File: src/rtl/ins_encoder_pkg.sv
`default_nettype none
// ============================================================================
// Module      : ins_encoder_pkg
// Description : Shared constants for the instruction encoder: request
//               operation codes, 6-bit MIPS opcode / funct fields and the
//               load-session FSM state encodings.
// Revision    : 1.0 - initial release
// ============================================================================
package ins_encoder_pkg;

    // Request operation codes carried on in_op (13..15 are illegal)
    localparam logic [3:0] c_OP_ADDU  = 4'd0;
    localparam logic [3:0] c_OP_SUBU  = 4'd1;
    localparam logic [3:0] c_OP_SLT   = 4'd2;
    localparam logic [3:0] c_OP_JR    = 4'd3;
    localparam logic [3:0] c_OP_J     = 4'd4;
    localparam logic [3:0] c_OP_JAL   = 4'd5;
    localparam logic [3:0] c_OP_BEQ   = 4'd6;
    localparam logic [3:0] c_OP_ADDI  = 4'd7;
    localparam logic [3:0] c_OP_ADDIU = 4'd8;
    localparam logic [3:0] c_OP_ORI   = 4'd9;
    localparam logic [3:0] c_OP_LW    = 4'd10;
    localparam logic [3:0] c_OP_SW    = 4'd11;
    localparam logic [3:0] c_OP_LUI   = 4'd12;

    // Instruction opcode field [31:26]
    localparam logic [5:0] c_OPC_RTYPE = 6'b000000;
    localparam logic [5:0] c_OPC_J     = 6'b000010;
    localparam logic [5:0] c_OPC_JAL   = 6'b000011;
    localparam logic [5:0] c_OPC_BEQ   = 6'b000100;
    localparam logic [5:0] c_OPC_ADDI  = 6'b001000;
    localparam logic [5:0] c_OPC_ADDIU = 6'b001001;
    localparam logic [5:0] c_OPC_ORI   = 6'b001101;
    localparam logic [5:0] c_OPC_LUI   = 6'b001111;
    localparam logic [5:0] c_OPC_LW    = 6'b100011;
    localparam logic [5:0] c_OPC_SW    = 6'b101011;

    // R-type funct field [5:0]
    localparam logic [5:0] c_FN_ADDU = 6'b100001;
    localparam logic [5:0] c_FN_SUBU = 6'b100011;
    localparam logic [5:0] c_FN_SLT  = 6'b101010;
    localparam logic [5:0] c_FN_JR   = 6'b001000;

    // Load-session FSM states
    localparam logic [1:0] c_ST_IDLE = 2'd0;
    localparam logic [1:0] c_ST_LOAD = 2'd1;
    localparam logic [1:0] c_ST_DONE = 2'd2;

endpackage
`default_nettype wire

File: src/rtl/ins_field_enc.sv
`default_nettype none
// ============================================================================
// Module      : ins_field_enc
// Description : Purely combinational field-to-word encoder. Packs an
//               operation code and its register/immediate/target fields
//               into a 32-bit MIPS instruction word.
// Ports       : i_op[3:0]        operation code
//               i_rs/i_rt/i_rd   register fields (5 bits each)
//               i_imm[15:0]      immediate
//               i_target[25:0]   jump target
//               o_word[31:0]     encoded instruction
//               o_illegal        op code has no encoding
// Revision    : 1.0 - initial release
// ============================================================================
module ins_field_enc
    import ins_encoder_pkg::*;
(
    input  logic [3:0]  i_op,
    input  logic [4:0]  i_rs,
    input  logic [4:0]  i_rt,
    input  logic [4:0]  i_rd,
    input  logic [15:0] i_imm,
    input  logic [25:0] i_target,
    output logic [31:0] o_word,
    output logic        o_illegal
);

    always_comb begin
        o_word    = 32'd0;
        o_illegal = 1'b0;
        case (i_op)
            c_OP_ADDU:  o_word = {c_OPC_RTYPE, i_rs, i_rt, i_rd, 5'd0, c_FN_ADDU};
            c_OP_SUBU:  o_word = {c_OPC_RTYPE, i_rs, i_rt, i_rd, 5'd0, c_FN_SUBU};
            c_OP_SLT:   o_word = {c_OPC_RTYPE, i_rs, i_rt, i_rd, 5'd0, c_FN_SLT};
            // jr only uses rs; rt, rd and shamt are forced to zero
            c_OP_JR:    o_word = {c_OPC_RTYPE, i_rs, 15'd0, c_FN_JR};
            c_OP_J:     o_word = {c_OPC_J, i_target};
            c_OP_JAL:   o_word = {c_OPC_JAL, i_target};
            c_OP_BEQ:   o_word = {c_OPC_BEQ, i_rs, i_rt, i_imm};
            c_OP_ADDI:  o_word = {c_OPC_ADDI, i_rs, i_rt, i_imm};
            c_OP_ADDIU: o_word = {c_OPC_ADDIU, i_rs, i_rt, i_imm};
            c_OP_ORI:   o_word = {c_OPC_ORI, i_rs, i_rt, i_imm};
            c_OP_LW:    o_word = {c_OPC_LW, i_rs, i_rt, i_imm};
            c_OP_SW:    o_word = {c_OPC_SW, i_rs, i_rt, i_imm};
            // lui has no source register
            c_OP_LUI:   o_word = {c_OPC_LUI, 5'd0, i_rt, i_imm};
            default:    o_illegal = 1'b1;
        endcase
    end

endmodule
`default_nettype wire

File: src/rtl/ins_encoder.sv
`default_nettype none
// ============================================================================
// Module      : ins_encoder
// Description : Accepts instruction requests over a valid/ready handshake,
//               encodes them and writes them to consecutive words of an
//               instruction memory during a start/finish load session.
// Ports       : clk, rst                 clock, synchronous active-high reset
//               start, finish            open/restart and close a session
//               in_valid, in_ready       request handshake
//               in_op, in_rs, in_rt, in_rd, in_imm, in_target  request fields
//               im_we, im_addr, im_wdata instruction-memory write port
//               count                    words written this session
//               busy, done               session in LOAD / DONE
//               err_illegal, err_full    sticky error flags
// Revision    : 1.0 - initial release
// ============================================================================
module ins_encoder
    import ins_encoder_pkg::*;
#(
    parameter int IM_AW = 10
) (
    input  logic             clk,
    input  logic             rst,
    input  logic             start,
    input  logic             finish,
    input  logic             in_valid,
    output logic             in_ready,
    input  logic [3:0]       in_op,
    input  logic [4:0]       in_rs,
    input  logic [4:0]       in_rt,
    input  logic [4:0]       in_rd,
    input  logic [15:0]      in_imm,
    input  logic [25:0]      in_target,
    output logic             im_we,
    output logic [IM_AW-1:0] im_addr,
    output logic [31:0]      im_wdata,
    output logic [IM_AW:0]   count,
    output logic             busy,
    output logic             done,
    output logic             err_illegal,
    output logic             err_full
);

    localparam logic [IM_AW:0] c_ONE = {{IM_AW{1'b0}}, 1'b1};

    logic [1:0]       r_state;
    logic [IM_AW:0]   r_count;
    logic             r_we;
    logic [IM_AW-1:0] r_addr;
    logic [31:0]      r_wdata;
    logic             r_ill;
    logic             r_full;
    logic             r_fin_pend;   // finish seen with a word still to write

    logic [31:0]      w_word;
    logic             w_illegal;
    logic             w_load;
    logic             w_mem_full;
    logic             w_accept;
    logic             w_write;

    ins_field_enc u_field_enc (
        .i_op      (in_op),
        .i_rs      (in_rs),
        .i_rt      (in_rt),
        .i_rd      (in_rd),
        .i_imm     (in_imm),
        .i_target  (in_target),
        .o_word    (w_word),
        .o_illegal (w_illegal)
    );

    assign w_load     = (r_state == c_ST_LOAD);
    // count never exceeds the depth, so its MSB alone flags a full memory
    assign w_mem_full = r_count[IM_AW];
    assign in_ready   = w_load & ~w_mem_full & ~r_fin_pend & ~start & ~rst;
    assign w_accept   = in_valid & in_ready;
    assign w_write    = w_accept & ~w_illegal;

    always_ff @(posedge clk) begin
        if (rst) begin
            r_state    <= c_ST_IDLE;
            r_count    <= '0;
            r_we       <= 1'b0;
            r_addr     <= '0;
            r_wdata    <= 32'd0;
            r_ill      <= 1'b0;
            r_full     <= 1'b0;
            r_fin_pend <= 1'b0;
        end else if (start) begin
            r_state    <= c_ST_LOAD;
            r_count    <= '0;
            r_we       <= 1'b0;
            r_fin_pend <= 1'b0;
        end else begin
            r_we <= 1'b0;
            if (w_load) begin
                if (w_write) begin
                    r_we    <= 1'b1;
                    r_addr  <= r_count[IM_AW-1:0];
                    r_wdata <= w_word;
                    r_count <= r_count + c_ONE;
                end
                if (w_accept && w_illegal) begin
                    r_ill <= 1'b1;
                end
                if (in_valid && w_mem_full) begin
                    r_full <= 1'b1;
                end
                // A word accepted alongside finish is written first; the
                // session closes on the edge that ends its write cycle.
                if (r_fin_pend) begin
                    r_state    <= c_ST_DONE;
                    r_fin_pend <= 1'b0;
                end else if (finish) begin
                    if (w_write) begin
                        r_fin_pend <= 1'b1;
                    end else begin
                        r_state <= c_ST_DONE;
                    end
                end
            end
        end
    end

    // A write whose cycle coincides with rst or start is discarded so the
    // memory never sees a word from an aborted session.
    assign im_we       = r_we & ~rst & ~start;
    assign im_addr     = r_addr;
    assign im_wdata    = r_wdata;
    assign count       = r_count;
    assign busy        = w_load;
    assign done        = (r_state == c_ST_DONE);
    assign err_illegal = r_ill;
    assign err_full    = r_full;

endmodule
`default_nettype wire
File: config.mk
export PLATFORM = sky130hd
export DESIGN_NAME = ins_encoder
export DESIGN_NICKNAME = d
export VERILOG_FILES = /design/src/rtl/ins_encoder_pkg.sv /design/src/rtl/ins_field_enc.sv /design/src/rtl/ins_encoder.sv
export SDC_FILE = /design/constraint.sdc
export NUM_CORES = 1
export LEC_CHECK = 0
export BUFFER_PORTS_ARGS = -buffer_cell sky130_fd_sc_hd__buf_4
export CORE_MARGIN = 2
export CORE_UTILIZATION = 50
export CTS_CLUSTER_DIAMETER = 120
export DETAILED_ROUTE_END_ITERATION = 8
export GPL_TIMING_DRIVEN = 0
export PLACE_DENSITY = 0.85
export RECOVER_POWER = 100
export SLEW_MARGIN = 25
export SYNTH_ARGS = -nofsm -noshare
export SYNTH_HDL_FRONTEND = slang
export SYNTH_SLANG_ARGS = --single-unit
File: constraint.sdc
create_clock -name clk -period 3 [get_ports clk]
set_input_delay 0.6 -clock clk [delete_from_list [all_inputs] [get_ports clk]]
set_output_delay 0.6 -clock clk [all_outputs]
set_load 0.02 [all_outputs]
==> flow_summary.ini, run 1 <==
[setup_path]
cp_max_fo = 10
worstPathRequired_ns = 2.40
rr_endpoint = im_addr[6]
critPathArrivalTime_ns = 1.69
r2r_start = r_fin_pend
path_class = in2out
start_kind = primary input
worstSetupEndpointType = primary output
worst-r2r-setup-slack_ns = 0.85
reg2reg_depth = 7

[place]
gp_congestion = 0.8544
dpl.hpwl_um = 6229
io_buffer_count = 120
place_ws_ns = 0.7032

[global_routing]
antenna_found_initial = 0
grt_usage = 0.2856
grt_pass1_wl_um = 13430
grt_pass1_vias = 2781
grt_max_degree = 11
overflow = 0

[sta]
finalSetupTns_ns = 0
clock_skew_ns = 0.009458
setup_ws_ns = 0.7062
rsz0062_at_grt = false
tightest_slew_ns = 0.7580
min_period_ns = 2.294
slew_viol_final = 0
setup_viol = 0
relSlewSlack = 0.4919
finalCritPeriodShare = 0.7646
fmax_mhz = 436.0
hold_viol = 0

[detailed_routing]
viasPerCell = 5.695
remaining_drc_errors = 0
routedWlPerCell_um = 16.02
detail_route.first_pass.iterations = 5
dr_total_vias = 3058
postRouteAntennaNets = 0
drt_wl_total_um = 8601
dr.first_iter.drc_count = 177

[synthesis]
yosys.area_share.simple = 0.2200
synth-edff-count = 0
yosysWarnings = 0
avgSynthCellArea_um2 = 8.074
async_flop_share = 0
synth_top_family_by_area = compound AO/OA/AOI/OAI gates
synth_common_cells = dfxtp_1, nor2_1, nand2_1
yosysMostFrequentCell = dfxtp_1
synth-seq-cells = 58
synth-xor-area-share = 0.006554
synth_top_area_share = 0.4345
synthTopCellsByArea = dfxtp_1, a211oi_1, a21oi_1, nor2_1, nand2_1
yosys.cell_types.count = 48
synth_ff_type = dfxtp_1
syn_inst = 331
synth_top_area_cell = dfxtp_1
synthAdderAreaFrac = 0.004682
synth_fp_nets = 398
syn_area_um2 = 2673
muxShareOfSynthArea = 0.007491
synth_compound_gate_area_share = 0.2654
ys_seq_area_frac = 0.4345

[clock_network]
cts.sinks = 58
cts_resized = 0
cts_tree = yes
cts_setup_buffers = 0
path_clk_slew_ns = 0.06
insertion_delay_ns = 0.34
cts-root-buf = clkbuf_8
clockBufferDepth = 2
cts-htree-levels = 3
cts_hold_buf = 0
cts_buffers = 9

[die]
die_y_um = 77.11
core.rowCount = 26
core_um2 = 5140
initial_utilization = 0.5200
chipWidth_um = 77.11
dieArea_um2 = 5946
io-pin-count = 125

[final_layout]
final_layout_size_suffix_gt1_frac = 0.1884
nets = 529
antenna_cells = 0
syn2layout_area_growth_pct = 35.58

[flow_run]
drv_cap = 0

[min_path]
worstHoldStart = im_addr[1]
min_path_cells = 2
min_to = im_addr[1]
hp-class = reg2reg

[power]
p_per_area_nw_per_um2 = 476.7
vdd_ir_drop_max_mv = 0.2763
leakagePower_nw = 1.346

[outcome]
status = completed
[logic make-up (layout without fill, tap and decap cells)]
family / count (synthesis) / count (layout)
compound gates: 108 / 108
xor+xnor: 2 / 2
fa+ha+maj: 1 / 1
buf+inv: 36 / 172
flops: 58 / 58
mux: 2 / 2
other cells: 1 / 1
simple gates: 123 / 123
[cell usage in the layout (no fill, tap or decap), drive strengths merged, types with 2 or more instances in the layout]
cell type,netlist,routed
clkbuf,12,90
buf,16,72
dfxtp,58,58
nor2,42,42
nand2,38,38
a21oi,33,33
a211oi,23,23
o21ai,18,18
a22oi,10,10
a221oi,10,10
nor3,10,10
nand3,7,7
inv,7,7
nand3b,5,5
nand4,4,4
or3,4,4
and2,2,2
nor2b,2,2
o211ai,2,2
nor3b,2,2
a41oi,2,2
o31ai,2,2
or4,2,2
mux2i,2,2
a311oi,2,2
clkinv,1,2
[area by class of cell]
cell class                      count  area, um^2
Clock buffer                       14       162.7
Fill cell                         503        1516
Buffer                             28       115.1
Tap cell                           70       87.58
Clock inverter                      2       35.03
Inverter                            8       30.03
Sequential cell                    58        1161
Multi-Input combinational cell    237        1345
Timing Repair Buffer              120       686.9
[routing by layer]
| layer | global-route usage | up-vias | part of all wire |
|---|---|---|---|
| li1 | - | 1461 | - |
| met1 | 0.3554 | 1418 | 0.40 |
| met2 | 0.4781 | 158 | 0.49 |
| met3 | 0.07059 | 21 | 0.083 |
| met4 | 0.1071 | 0 | 0.018 |
| met5 | 0 | - | 0 |
[worst max-delay path: stages]
cell and delay (ns):
clkbuf_1 0.18, clkbuf_1 0.37, nor2_1 0.17, and2_0 0.21, buf_4 0.16
[per-stage QoR]
step | total power [W] | hold WS, ns | util | std cells | cell area [um^2]
CTS | 0.001733 | 0.4585 | 0.7507 | 537 | 3859
detailed placement | 0.001025 | 0.4501 | 0.7123 | 521 | 3661
floorplan | 0.0009115 | 0.5020 | - | 331 | 2673
finish | 0.001727 | 0.4548 | 0.7050 | 537 | 3623
global route | 0.001785 | 0.4812 | 0.7050 | 537 | 3623
global placement | 0.001020 | 0.4422 | 0.7123 | 521 | 3661
[state kept, by name (all words and copies together), names as in the netlist]
name and cells:
r_we 1, err_full 1, r_fin_pend 1, im_addr 10
r_state 2, count 11, im_wdata 31, err_illegal 1
[how the worst max path moves through the flow]
stage                         from            to  slack (ns)  cells past startpoint
final                          rst         im_we        0.71                      5
after global routing      in_op[0]    im_addr[5]        0.54                      8
after CTS                      rst         im_we        0.82                      5
after detailed placement  in_op[3]  im_wdata[14]        0.70                      6
after global placement    in_op[3]  im_wdata[13]        0.75                      6
after floorplan           in_op[0]      count[5]        1.11                      6
[power by group]
group | switching [W] | internal, W
clock network | 0.000298 | 0.000429
logic | 0.000119 | 0.0000942
registers | 0.00000680 | 0.000781
Note: power is estimated with default switching activity, not from simulation.
==> run 2: changes to the inputs <==
- CORE_UTILIZATION: 50 -> 42
- PLACE_DENSITY: 0.85 -> 0.76
- clock period: 3 -> 2.05 ns (I/O delays scaled with it)
==> flow_summary.ini, run 2 (synthesis gave the netlist of run 1 again) <==
[sta]
rsz0062_at_grt = false
min_period_ns = 1.880
finalCritPeriodShare = 0.9170
fmax_mhz = 532.0
tightest_slew_ns = 0.6799
finalSetupTns_ns = 0
clock_skew_ns = 0.01072
setup_viol = 0
relSlewSlack = 0.5443
slew_viol_final = 0
hold_viol = 0
setup_ws_ns = 0.1702

[power]
pwr-share-comb = 0.123
p_per_area_nw_per_um2 = 691.1
p_sw_w = 0.0006175
vdd_ir_drop_max_mv = 0.4697
p_sw_frac = 0.2443
clock_power_share = 0.421
power_frac_seq = 0.456
leakagePower_nw = 1.378
p_int_w = 0.001910

[final_layout]
final_layout_size_suffix_gt1_frac = 0.2077
antenna_cells = 0
largest_register_ffs = 31
final_common_cell = clkbuf_1
stdcell_count = 544
final_cell_mix = clkbuf_1, buf_4, dfxtp_1
finalInstanceArea_um2 = 3657
syn2layout_area_growth_pct = 36.84
nets = 529

[die]
dieArea_um2 = 7017
core_um2 = 6241
initial_utilization = 0.4282
chipWidth_um = 83.77
die_y_um = 83.77
io-pin-count = 125
core.rowCount = 29

[detailed_routing]
viasPerCell = 5.502
postRouteAntennaNets = 0
remaining_drc_errors = 0
dr_total_vias = 2993
drt_wl_total_um = 8583
routedWlPerCell_um = 15.78
dr.first_iter.drc_count = 161
detail_route.first_pass.iterations = 4

[place]
dpl_cell_area_um2 = 3670
gp_congestion = 0.8875
placedCellCount = 528
dpl.hpwl_um = 6431
place_ws_ns = 0.05411
io_buffer_count = 120

[clock_network]
insertion_delay_ns = 0.34
path_clk_slew_ns = 0.06
cts-root-buf = clkbuf_8
cts_setup_buffers = 0
cts-htree-levels = 3
cts_resized = 0
cts.sinks = 58
clockBufferDepth = 2
cts_buffers = 9
cts_tree = yes
cts_hold_buf = 0

[global_routing]
use_met3 = 0.03759
grt_pass1_wl_um = 13940
antenna_found_initial = 0
grt_pass1_vias = 2826
grt-busiest-layer = met2
overflow = 0
use_met2 = 0.4160
met1_usage = 0.3133
grt_usage = 0.2468
grt_max_degree = 11

[setup_path]
critPathArrivalTime_ns = 2.07
worstPathRequired_ns = 2.24
worstSetupEndpointType = flop
cp_max_fo = 10
start_kind = flop
path_class = reg2reg

[flow_run]
drv_cap = 0

[min_path]
hp-class = in2reg

[outcome]
status = completed
run 2: per-stage QoR:
step	power [W]	utilization	hold slack, ns
4_1_cts	0.002548	0.6197	0.3386
6_report	0.002528	0.5860	0.3467
5_1_grt	0.002632	0.5860	0.3475
3_3_place_gp	0.001495	0.5880	0.4452
2_1_floorplan	0.001334	-	0.5020
3_5_place_dp	0.001499	0.5880	0.4504
run 2: routing by layer:
metal / vias up / wire length (um)
met5: - / 0
met4: 0 / 245
met3: 18 / 425
met2: 104 / 4285
met1: 1408 / 3626
li1: 1463 / -
run 2: cell type report:
type                    count  area, um^2
clock buffers              14       162.7
clock inverters             2       35.03
inverters                   8       30.03
fillers                   646        2584
plain buffers              28       133.9
multi-input cells         237        1351
repair buffers            120       686.9
well taps                  77       96.34
flip-flops and latches     58        1161
run 2: power by group through the flow:
stage | logic (W) | registers (W) | clock network (W)
2_1_floorplan | 0.000141 | 0.00119 | 0
3_3_place_gp | 0.000317 | 0.00118 | 0
5_1_grt | 0.000340 | 0.00115 | 0.00114
3_5_place_dp | 0.000322 | 0.00118 | 0
4_1_cts | 0.000323 | 0.00115 | 0.00107
6_report | 0.000311 | 0.00115 | 0.00106
run 2: critical path, cell delays in order (launching register included):
cell and delay (ns):
dfxtp_1 0.38, nor4_4 0.33, nand4_2 0.21, inv_1 0.14, buf_2 0.25, clkbuf_2 0.29
a211oi_1 0.12
run 2: worst paths after layout:
| kind | startpoint | end | slack (ns) | cells after the start |
|---|---|---|---|---|
| worst max-delay path | count[10] | im_wdata[1] | 0.17 | 6 |
| worst min register to register | im_addr[1] | im_addr[1] | 0.45 | 2 |
| worst min-delay path | finish | r_fin_pend | 0.35 | 3 |
| worst max register to register | count[10] | im_wdata[1] | 0.17 | 6 |
